==> config.mk <==
export PLATFORM = sky130hd
export DESIGN_NAME = daisy_chain_spi_master
export DESIGN_NICKNAME = d
export VERILOG_FILES = /design/src/rtl/daisy_chain_spi_master.sv
export SDC_FILE = /design/constraint.sdc
export NUM_CORES = 1
export LEC_CHECK = 0
export BUFFER_PORTS_ARGS = -buffer_cell sky130_fd_sc_hd__buf_2
export CORE_MARGIN = 10
export CORE_UTILIZATION = 40
export DETAILED_ROUTE_END_ITERATION = 8
export MAX_ROUTING_LAYER = met4
export PLACE_DENSITY_LB_ADDON = 0.2
export RECOVER_POWER = 25
export REMOVE_ABC_BUFFERS = 1
export SLEW_MARGIN = 20
export SYNTH_ARGS = -nofsm -noshare
export SYNTH_HDL_FRONTEND = slang
export SYNTH_SLANG_ARGS = --single-unit
==> constraint.sdc <==
create_clock -name clk -period 2 [get_ports clk]
set_clock_uncertainty 0.1 [all_clocks]
set_input_delay 0.6 -clock clk [delete_from_list [all_inputs] [get_ports clk]]
set_output_delay 0.6 -clock clk [all_outputs]
set_load 0.005 [all_outputs]
==> src/rtl/daisy_chain_spi_master.sv <==
// SPI master for a daisy chain of 8-bit slaves: sends one LSB-first frame on mosi and
// captures the frame returned from the last slave after RX_DELAY sclk periods.
module daisy_chain_spi_master #(
  parameter int unsigned NUM_SLAVES = 2,
  parameter int unsigned CLK_DIV    = 4,
  parameter int unsigned RX_DELAY   = 9
) (
  input  logic                    clk,
  input  logic                    rst,
  input  logic                    start,
  input  logic [8*NUM_SLAVES-1:0] tx_data,
  output logic                    busy,
  output logic                    done,
  output logic [8*NUM_SLAVES-1:0] rx_data,
  output logic                    sclk,
  output logic                    cs,
  output logic                    newd,
  output logic                    mosi,
  input  logic                    miso
);

  localparam int unsigned FB = 8 * NUM_SLAVES;
  localparam int unsigned P  = FB + RX_DELAY;
  localparam int unsigned KW = (P > 2) ? $clog2(P) : 1;
  localparam int unsigned DW = (CLK_DIV > 2) ? $clog2(CLK_DIV) : 1;

  localparam logic [KW-1:0] KLast = KW'(P - 1);
  localparam logic [KW-1:0] KFb   = KW'(FB);
  localparam logic [KW-1:0] KRxd  = KW'(RX_DELAY);
  localparam logic [DW-1:0] DLast = DW'(CLK_DIV - 1);

  typedef enum logic [2:0] {StIdle, StSetup, StShift, StHold, StDone} state_e;

  state_e        state_q;
  logic [DW-1:0] div_q;
  logic [KW-1:0] k_q;
  logic [FB-1:0] tx_q;

  logic          rise;
  logic [KW-1:0] rise_k;

  // A rising sclk edge starts period rise_k: from SETUP (k=0) or after a low half (k+1).
  always_comb begin
    rise   = 1'b0;
    rise_k = '0;
    if (state_q == StSetup && div_q == DLast) begin
      rise   = 1'b1;
      rise_k = '0;
    end else if (state_q == StShift && div_q == DLast && !sclk && k_q != KLast) begin
      rise   = 1'b1;
      rise_k = k_q + KW'(1);
    end
  end

  always_ff @(posedge clk) begin
    if (rst) begin
      state_q <= StIdle;
      div_q   <= '0;
      k_q     <= '0;
      tx_q    <= '0;
      rx_data <= '0;
      sclk    <= 1'b0;
      cs      <= 1'b1;
      newd    <= 1'b0;
      mosi    <= 1'b0;
      busy    <= 1'b0;
      done    <= 1'b0;
    end else begin
      done <= 1'b0;
      if (rise) begin
        sclk <= 1'b1;
        k_q  <= rise_k;
        if (rise_k < KFb) begin
          mosi <= tx_q[0];
          tx_q <= tx_q >> 1;
        end else begin
          mosi <= 1'b0;
        end
        // miso still holds what the chain drove at the previous falling edge
        if (rise_k >= KRxd) begin
          rx_data <= {miso, rx_data[FB-1:1]};
        end
      end
      unique case (state_q)
        StIdle: begin
          if (start) begin
            tx_q    <= tx_data;
            rx_data <= '0;
            cs      <= 1'b0;
            newd    <= 1'b1;
            busy    <= 1'b1;
            div_q   <= '0;
            state_q <= StSetup;
          end
        end
        StSetup: begin
          if (div_q == DLast) begin
            div_q   <= '0;
            state_q <= StShift;
          end else begin
            div_q <= div_q + DW'(1);
          end
        end
        StShift: begin
          if (div_q == DLast) begin
            div_q <= '0;
            if (sclk) begin
              sclk <= 1'b0;
            end else if (k_q == KLast) begin
              state_q <= StHold;
            end
          end else begin
            div_q <= div_q + DW'(1);
          end
        end
        StHold: begin
          if (div_q == DLast) begin
            div_q   <= '0;
            cs      <= 1'b1;
            newd    <= 1'b0;
            mosi    <= 1'b0;
            done    <= 1'b1;
            state_q <= StDone;
          end else begin
            div_q <= div_q + DW'(1);
          end
        end
        StDone: begin
          busy    <= 1'b0;
          state_q <= StIdle;
        end
        default: state_q <= StIdle;
      endcase
    end
  end

endmodule

==> results of run 1 <==
==> report_power, final <==
part	internal (mW)	switching, mW	leakage, nW
Clock	0.238	0.300	0.0410
Sequential	0.985	0.0186	0.391
Combinational	0.0558	0.0614	0.605
==> through the flow <==
step / util / power, mW / hold WS (ns) / area, µm²
final: 0.503 / 1.66 / 0.360 / 2600
after global routing: 0.503 / 1.73 / 0.391 / 2600
after CTS: 0.495 / 1.69 / 0.363 / 2560
after detailed placement: 0.473 / 1.15 / 0.350 / 2450
after global placement: 0.473 / 1.14 / 0.344 / 2450
after floorplan: - / 1.08 / 0.346 / 2050
==> area by class of cell <==
type	instances	area (µm²)
Clock buffer	6	72.6
Inverter	4	15.0
Clock inverter	1	5.00
Timing Repair Buffer	53	332
Fill cell	507	2570
Tap cell	70	87.6
Multi-Input combinational cell	162	1130
Sequential cell	48	962
==> critical path: stages, from the launching register on <==
cell     delay, ns
dfxtp_2       0.37
inv_1         0.08
ha_1          0.20
and4b_1       0.25
or3_4         0.40
buf_12        0.16
o21ai_1       0.17
a21oi_2       0.07
==> per-layer routing <==
metal  share of wire  GRT usage  routed length [µm]
met4          0.0047     0.0266                  23
met5               0          -                   0
met3           0.058     0.0440                 286
met1            0.49      0.147                2410
met2            0.45      0.176                2200
==> layout by cell type (no fill, tap or decap), types with 5 or more instances in the layout <==
cell / instances
clkbuf_1: 9
buf_2: 33
nand3_1: 19
a21oi_1: 14
nor3_1: 7
buf_4: 7
dfxtp_1: 47
clkbuf_8: 5
o21ai_1: 29
a21oi_2: 10
nor2_1: 12
mux2i_1: 15
nand2_1: 20
==> registers in the layout (all words and copies together), names as in the netlist <==
signal,flops
busy,1
k_q,5
done,1
tx_q,16
sclk,1
rx_data,16
mosi,1
state_q,3
newd,1
div_q,2
cs,1
==> cells by family after synthesis <==
family | share of synthesized area
buffers and inverters | 0.0613
AND/OR/NAND/NOR | 0.186
XOR/XNOR | 0.0243
adder cells (fa/ha/maj) | 0.0173
multiplexers | 0.0694
AO/OA/AOI/OAI | 0.198
flip-flops | 0.444
==> what timing repair did <==
item,in CTS,in global routing
pin swaps,1,2
setup endpoints to repair,16,22
gates cloned,0,1
gates resized for setup,3,9
buffers inserted,1,0
==> Yosys cell counts, drive strengths merged <==
cell and instances:
o21bai 1, xnor2 2, xor2 4, o21a 1, nand3 19, a221oi 1, or2 1, inv 4
nand4bb 2, a21oi 25, buf 12, nand4b 1, nor3 9, and4b 1, a2111oi 1, a211oi 2
a31oi 1, nor4b 1, dfxtp 48, o21ai 34, nor2b 1, a32o 1, ha 3, nand2b 2
mux2i 15, nor2 12, clkbuf 5, or3 1, nand2 20
==> worst max-delay path by stage <==
stage | start | to | depth (start not counted)
5_1_grt | k_q[0] | k_q[2] | 8
3_5_place_dp | k_q[0] | tx_q[6] | 7
3_3_place_gp | k_q[0] | tx_q[9] | 7
4_1_cts | k_q[0] | rx_data[9] | 7
6_report | k_q[0] | rx_data[9] | 7
2_1_floorplan | k_q[0] | tx_q[15] | 6
==> results_dict.tcl, run 1 <==
set metrics [dict create \
    port_buffers 41 \
    drc_errors 0 \
    crit_path_end_kind "register" \
    ys_top_cells_by_area "dfxtp_1 44%, mux2i_1 6.9%, o21ai_1 6.9%" \
    yosysTopAreaCellShare 0.444 \
    fin_nets 297 \
    synth_cell_types 39 \
    num_rows 26 \
    r2r_cells 7 \
    wirelength_um 4930 \
    hold_start "newd" \
    fin_cells 344 \
    slew_headroom 0.638 \
    min_path_type "register to register" \
    via_per_inst 5.14 \
    netlist_area_um2 2160 \
    period_share 0.958 \
    reg2reg_from "k_q[0]" \
    grt_max_degree 22 \
    globalplace.congestion 0.740 \
    grt_overflow_total 0 \
    setup_viol 0 \
    drv_cap 0 \
    critPathKind "register to register" \
    cp.required_ns 2.08 \
    grt_pass1_vias 1769 \
    yosysTopAreaCell "dfxtp_1" \
    hold_path_end "newd" \
    seq_area_frac_synth 0.444 \
    peakVddDrop_uv 380 \
    dr.first_iter.drc_count 64 \
    avgSynthCellArea_um2 9.41 \
    num_vias 1768 \
    clock-root-buffer "clkbuf_8" \
    cts.sinks 48 \
    period_minus_slack_ns 1.92 \
    grt_pass1_wl_um 8360 \
    htreeDepth 2 \
    grt_util_all_layers 0.117 \
    dr.pass1.iters 4 \
    core_um2 5170 \
    worstHoldPathCells 2 \
    yosys_warnings 0 \
    max_slew.worst_pin.slew_ns 0.541 \
    ant_nets 0 \
    synth-seq-cells 48 \
    r2r_end "rx_data[9]" \
    wl_per_cell_um 14.3 \
    antenna_found_initial 0 \
    rrSetupSlack_ns 0.08 \
    holdBufCountCts 0 \
    cts-buffers-inserted 5 \
    setup_tns_ns 0 \
    syn_inst 230 \
    fmax_ghz 0.522 \
    clk_pin_slew_ns 0.08 \
    start_util 0.418 \
    dpl.hpwl_um 3380 \
    num_io_pins 42 \
    start_kind "register" \
    cts_tree "yes" \
    cts.path.max_buffers 2 \
    p_per_area_nw_per_um2 637 \
    die_x_um 93.6 \
    leakage_nw 1.04 \
    die_height_um 93.6 \
    final-hold-violation-count 0 \
    setup_slack_ns 0.0837 \
    area_growth_pct 20.2 \
    dieArea_um2 8750 \
    pre_cts_slack_ns -0.0675 \
    outcome "finished clean" \
    maxSlewViolCount 0 \
    drive_above_1_share 0.281 \
    cp_max_fo 20 \
    clock_latency_ns 0.29 \
    n_antenna_cell 0 \
    rsz0062_at_grt "yes" \
    place_inst 335 \
    worstPathArrival_ns 2.00 \
]
Power figures use the tool's default switching activity.
==> inputs of run 2 (changes only) <==
--- a/config.mk
+++ b/config.mk
@@ -7,7 +7,7 @@
 export LEC_CHECK = 0
 export BUFFER_PORTS_ARGS = -buffer_cell sky130_fd_sc_hd__buf_2
 export CORE_MARGIN = 10
-export CORE_UTILIZATION = 40
+export CORE_UTILIZATION = 49
 export DETAILED_ROUTE_END_ITERATION = 8
 export MAX_ROUTING_LAYER = met4
 export PLACE_DENSITY_LB_ADDON = 0.2
==> results_dict.tcl, run 2 (synthesis gave the netlist of run 1 again) <==
set metrics [dict create \
    port_buffers 41 \
    period_share 0.942 \
    final_common_cell "dfxtp_1" \
    mostFrequentLayoutCells "47 x dfxtp_1, 33 x buf_2, 30 x o21ai_1" \
    start_kind "register" \
    wirelength_um 4520 \
    drc_errors 0 \
    cts-buffers-inserted 5 \
    antenna_found_initial 0 \
    globalplace.congestion 0.822 \
    critPathKind "register to register" \
    multiInputGateArea_um2 1070 \
    leakage_nw 1.07 \
    final-hold-violation-count 0 \
    utilization 0.598 \
    worstHoldPathCells 2 \
    clk_pin_slew_ns 0.09 \
    hold_start "newd" \
    cp.required_ns 2.10 \
    path_delay_family "simple AND/OR/NAND/NOR gates" \
    nFillCells 382 \
    place_inst 321 \
    cp_cell_sequence "inv_1, ha_1, and4b_1, or3_1, buf_12, o21ai_1, a21oi_2" \
    setup_slack_ns 0.116 \
    p_per_area_nw_per_um2 744 \
    drive_above_1_share 0.275 \
    core_um2 4320 \
    maxSlewViolCount 0 \
    min_path_type "register to register" \
    crit_path_end_kind "register" \
    grt_max_degree 25 \
    grt_overflow_total 0 \
    htreeDepth 2 \
    met3_length_um 275 \
    cts_setup_buffers 0 \
    clock-root-buffer "clkbuf_8" \
    top_layer "met4" \
    hold_path_end "newd" \
    holdBufCountCts 0 \
    fin_nets 299 \
    slew_headroom 0.789 \
    r2r_end "rx_data[4]" \
    n_antenna_cell 0 \
    fin_cells 328 \
    pre_cts_slack_ns 0.0689 \
    num_io_pins 42 \
    dr.first_iter.drc_count 130 \
    start_util 0.501 \
    via_per_inst 5.32 \
    r2r_cells 7 \
    rrSetupSlack_ns 0.12 \
    cts_resized 0 \
    cts.path.max_buffers 2 \
    grt_pass1_wl_um 7830 \
    crit_buf_inv 2 \
    die_height_um 86.5 \
    cts.sinks 48 \
    period_minus_slack_ns 1.88 \
    die_x_um 86.5 \
    dieArea_um2 7480 \
    num_rows 24 \
    outcome "finished clean" \
    route.layer.met1.wl_um 2220 \
    ant_nets 0 \
    max_stage_delay_ns 0.42 \
    cts_tree "yes" \
    peakVddDrop_uv 365 \
    cp_max_fo 19 \
    num_vias 1744 \
    fmax_ghz 0.531 \
    area_growth_pct 19.4 \
    largestRegisters "rx_data: 16 flops, tx_q: 16 flops, k_q: 5 flops" \
    grt_pass1_vias 1667 \
    max_slew.worst_pin.slew_ns 0.309 \
    drv_cap 0 \
    dr.pass1.iters 4 \
    setup_viol 0 \
    wl_per_cell_um 13.8 \
    clock_latency_ns 0.30 \
    slowest_stage "or3_1" \
    grt_util_all_layers 0.128 \
    worstPathArrival_ns 1.98 \
    reg2reg_from "k_q[0]" \
    rsz0062_at_grt "no" \
    register_area_um2 962 \
    dpl.hpwl_um 3260 \
    dr_wl_met2_um 1940 \
]
## run 2: cell count changes in the layout (fill, tap and decap cells not counted), sizes merged
| cell | change |
|---|---|
| buf | +2 |
| clkinv | -1 |
| o21a | -1 |
| bufinv | +2 |
## run 2: through the flow
step	cell area (µm²)	hold slack [ns]	TNS, ns	power, mW
floorplan	2050	0.346	-3.25	1.08
global placement	2470	0.344	0	1.14
detailed placement	2470	0.348	0	1.14
CTS	2600	0.360	0	1.95
global route	2580	0.399	0	2.00
finish	2580	0.359	0	1.92
## run 2: layer usage
layer | vias up | global-route usage
li1 | 906 | -
met1 | 794 | 0.162
met2 | 35 | 0.185
met3 | 9 | 0.0375
met4 | 0 | 0.0530
met5 | - | -
## run 2: area by class of cell
| cell class | count | share of cell area |
|---|---|---|
| sequential | 48 | 0.372 |
| clock inverter | 2 | 0.0232 |
| inverter | 4 | 0.00581 |
| clock buffer | 5 | 0.0266 |
| timing repair buffer | 56 | 0.132 |
| tap | 52 | 0.0252 |
| multi-input combinational | 161 | 0.415 |
## run 2: where the power goes
group | switching [mW] | internal [mW] | leakage, nW
clock | 0.314 | 0.492 | 0.0642
sequential | 0.0161 | 0.985 | 0.391
combinational | 0.0621 | 0.0540 | 0.612
total | 0.392 | 1.53 | 1.07
## run 2: worst max path at each step
stage,from,endpoint,slack (ns),cells past startpoint
after floorplan,k_q[0],tx_q[15],-0.22,6
after global placement,k_q[0],rx_data[5],0.11,7
after detailed placement,k_q[0],rx_data[1],0.07,7
after CTS,k_q[0],rx_data[4],0.06,7
after global routing,k_q[0],rx_data[7],0.004,7
final,k_q[0],rx_data[4],0.12,7
## run 2: worst reg2reg max path: stages, from the launching register on
cell,delay (ns)
dfxtp_2,0.36
inv_1,0.07
ha_1,0.18
and4b_1,0.23
or3_1,0.42
buf_12,0.18
o21ai_1,0.17
a21oi_2,0.07
==> inputs of run 3 (changes only) <==
--- a/config.mk
+++ b/config.mk
@@ -10,7 +10,7 @@
 export CORE_UTILIZATION = 49
 export DETAILED_ROUTE_END_ITERATION = 8
 export MAX_ROUTING_LAYER = met4
-export PLACE_DENSITY_LB_ADDON = 0.2
+export PLACE_DENSITY = 0.83
 export RECOVER_POWER = 25
 export REMOVE_ABC_BUFFERS = 1
 export SLEW_MARGIN = 20
==> results_dict.tcl, run 3 (synthesis gave the netlist of run 1 again) <==
set metrics [dict create \
    mostFrequentLayoutCells "46 x dfxtp_1, 34 x buf_2, 26 x o21ai_1" \
    grt_overflow_total 0 \
    num_rows 24 \
    die_x_um 86.5 \
    utilization 0.594 \
    grt_pass1_wl_um 8310 \
    via_per_inst 5.40 \
    largestRegisters "rx_data: 16 flops, tx_q: 16 flops, k_q: 5 flops" \
    final-hold-violation-count 0 \
    pre_cts_slack_ns -0.124 \
    fmax_ghz 0.520 \
    wl_per_cell_um 15.0 \
    num_vias 1781 \
    grt_max_degree 32 \
    fin_nets 300 \
    cts-buffers-inserted 5 \
    period_minus_slack_ns 1.92 \
    cp.required_ns 2.08 \
    place_inst 321 \
    setup_slack_ns 0.0786 \
    dpl.hpwl_um 3610 \
    clock_latency_ns 0.31 \
    final_common_cell "dfxtp_1" \
    peakVddDrop_uv 351 \
    nFillCells 395 \
    worstPathArrival_ns 2.00 \
    port_buffers 41 \
    dieArea_um2 7480 \
    p_per_area_nw_per_um2 677 \
    die_height_um 86.5 \
    start_util 0.501 \
    max_stage_delay_ns 0.37 \
    num_io_pins 42 \
    dr.pass1.iters 4 \
    drc_errors 0 \
    clk_pin_slew_ns 0.09 \
    holdBufCountCts 0 \
    drive_above_1_share 0.309 \
    period_share 0.961 \
    slowest_stage "dfxtp_2" \
    htreeDepth 2 \
    clock-root-buffer "clkbuf_8" \
    hold_ws_ns 0.370 \
    slew_headroom 0.543 \
    antenna_found_initial 0 \
    min_path_type "register to register" \
    wirelength_um 4940 \
    cts_tree "yes" \
    cp_max_fo 20 \
    start_kind "register" \
    drv_cap 0 \
    rsz0062_at_grt "no" \
    dr.first_iter.drc_count 115 \
    cp_cell_sequence "inv_1, ha_1, and4b_1, or3_1, buf_6, o21ai_1, a21oi_2" \
    maxSlewViolCount 0 \
    critPathKind "register to register" \
    outcome "finished clean" \
    crit_path_end_kind "register" \
    cts.sinks 48 \
    leakage_nw 1.05 \
    core_um2 4320 \
    grt_util_all_layers 0.138 \
    setup_viol 0 \
    globalplace.congestion 0.841 \
    ant_nets 0 \
    max_slew.worst_pin.slew_ns 0.686 \
    n_antenna_cell 0 \
    power_mw 1.74 \
    fin_cells 330 \
    grt_pass1_vias 1859 \
    area_growth_pct 18.7 \
    cts.path.max_buffers 2 \
]
==> run 3: cell types whose count changed in the layout (fill, tap and decap cells not counted), moves of 2 or more <==
cell        previous run  this run
o21ai_1               30        26
o21ai_2                2         6
buf_12                 3         1
buf_6                  0         2
bufinv_16              2         0
clkinvlp_4             0         2
==> run 3: per-layer routing <==
layer,global-route usage,wire length [µm]
met5,-,0
met4,0.0515,93
met3,0.0432,251
met2,0.226,2410
met1,0.154,2180
==> run 3: area by class of cell <==
| class | instances | area, µm² | share of cell area |
|---|---|---|---|
| Clock inverter | 2 | 15.0 | 0.00584 |
| Tap cell | 52 | 65.1 | 0.0253 |
| Clock buffer | 6 | 82.6 | 0.0321 |
| Multi-Input combinational cell | 161 | 1100 | 0.426 |
| Sequential cell | 48 | 963 | 0.375 |
| Timing Repair Buffer | 57 | 333 | 0.130 |
| Inverter | 4 | 15.0 | 0.00584 |
==> run 3: path summary, 6_finish.rpt <==
| kind | from | end | depth (start not counted) | slack, ns |
|---|---|---|---|---|
| hold reg to reg | newd | newd | 2 | 0.37 |
| setup reg to reg | k_q[0] | rx_data[6] | 7 | 0.08 |
| setup / recovery | k_q[0] | rx_data[6] | 7 | 0.08 |
| hold / removal | newd | newd | 2 | 0.37 |
==> run 3: repair_timing <==
item | in CTS | in global routing
buffers inserted | 1 | 0
hold endpoints to repair | 0 | 0
gates cloned | 0 | 0
resized for setup | 0 | 10
pin swaps | 1 | 0
endpoints found under the setup margin | 15 | 22
==> run 3: critical path: cells and delay by family, from the launching register on <==
family / cells / cell delay [ns]
buffers and inverters: 2 / 0.25
and+or+nand+nor: 2 / 0.61
adders and majority gates: 1 / 0.19
AOI/OAI and AO/OA: 2 / 0.27
DFF: 1 / 0.37
==> run 3: through the flow <==
stage               setup TNS [ns]  instance area [µm²]
finish                           0                 2570
global route                     0                 2570
CTS                              0                 2550
detailed placement           -1.39                 2430
global placement            -0.118                 2430
floorplan                    -3.25                 2050
==> run 3: power by group <==
part           switching, mW  internal, mW
registers             0.0182         0.985
clock network          0.342         0.280
logic                 0.0602        0.0528
total                  0.421          1.32
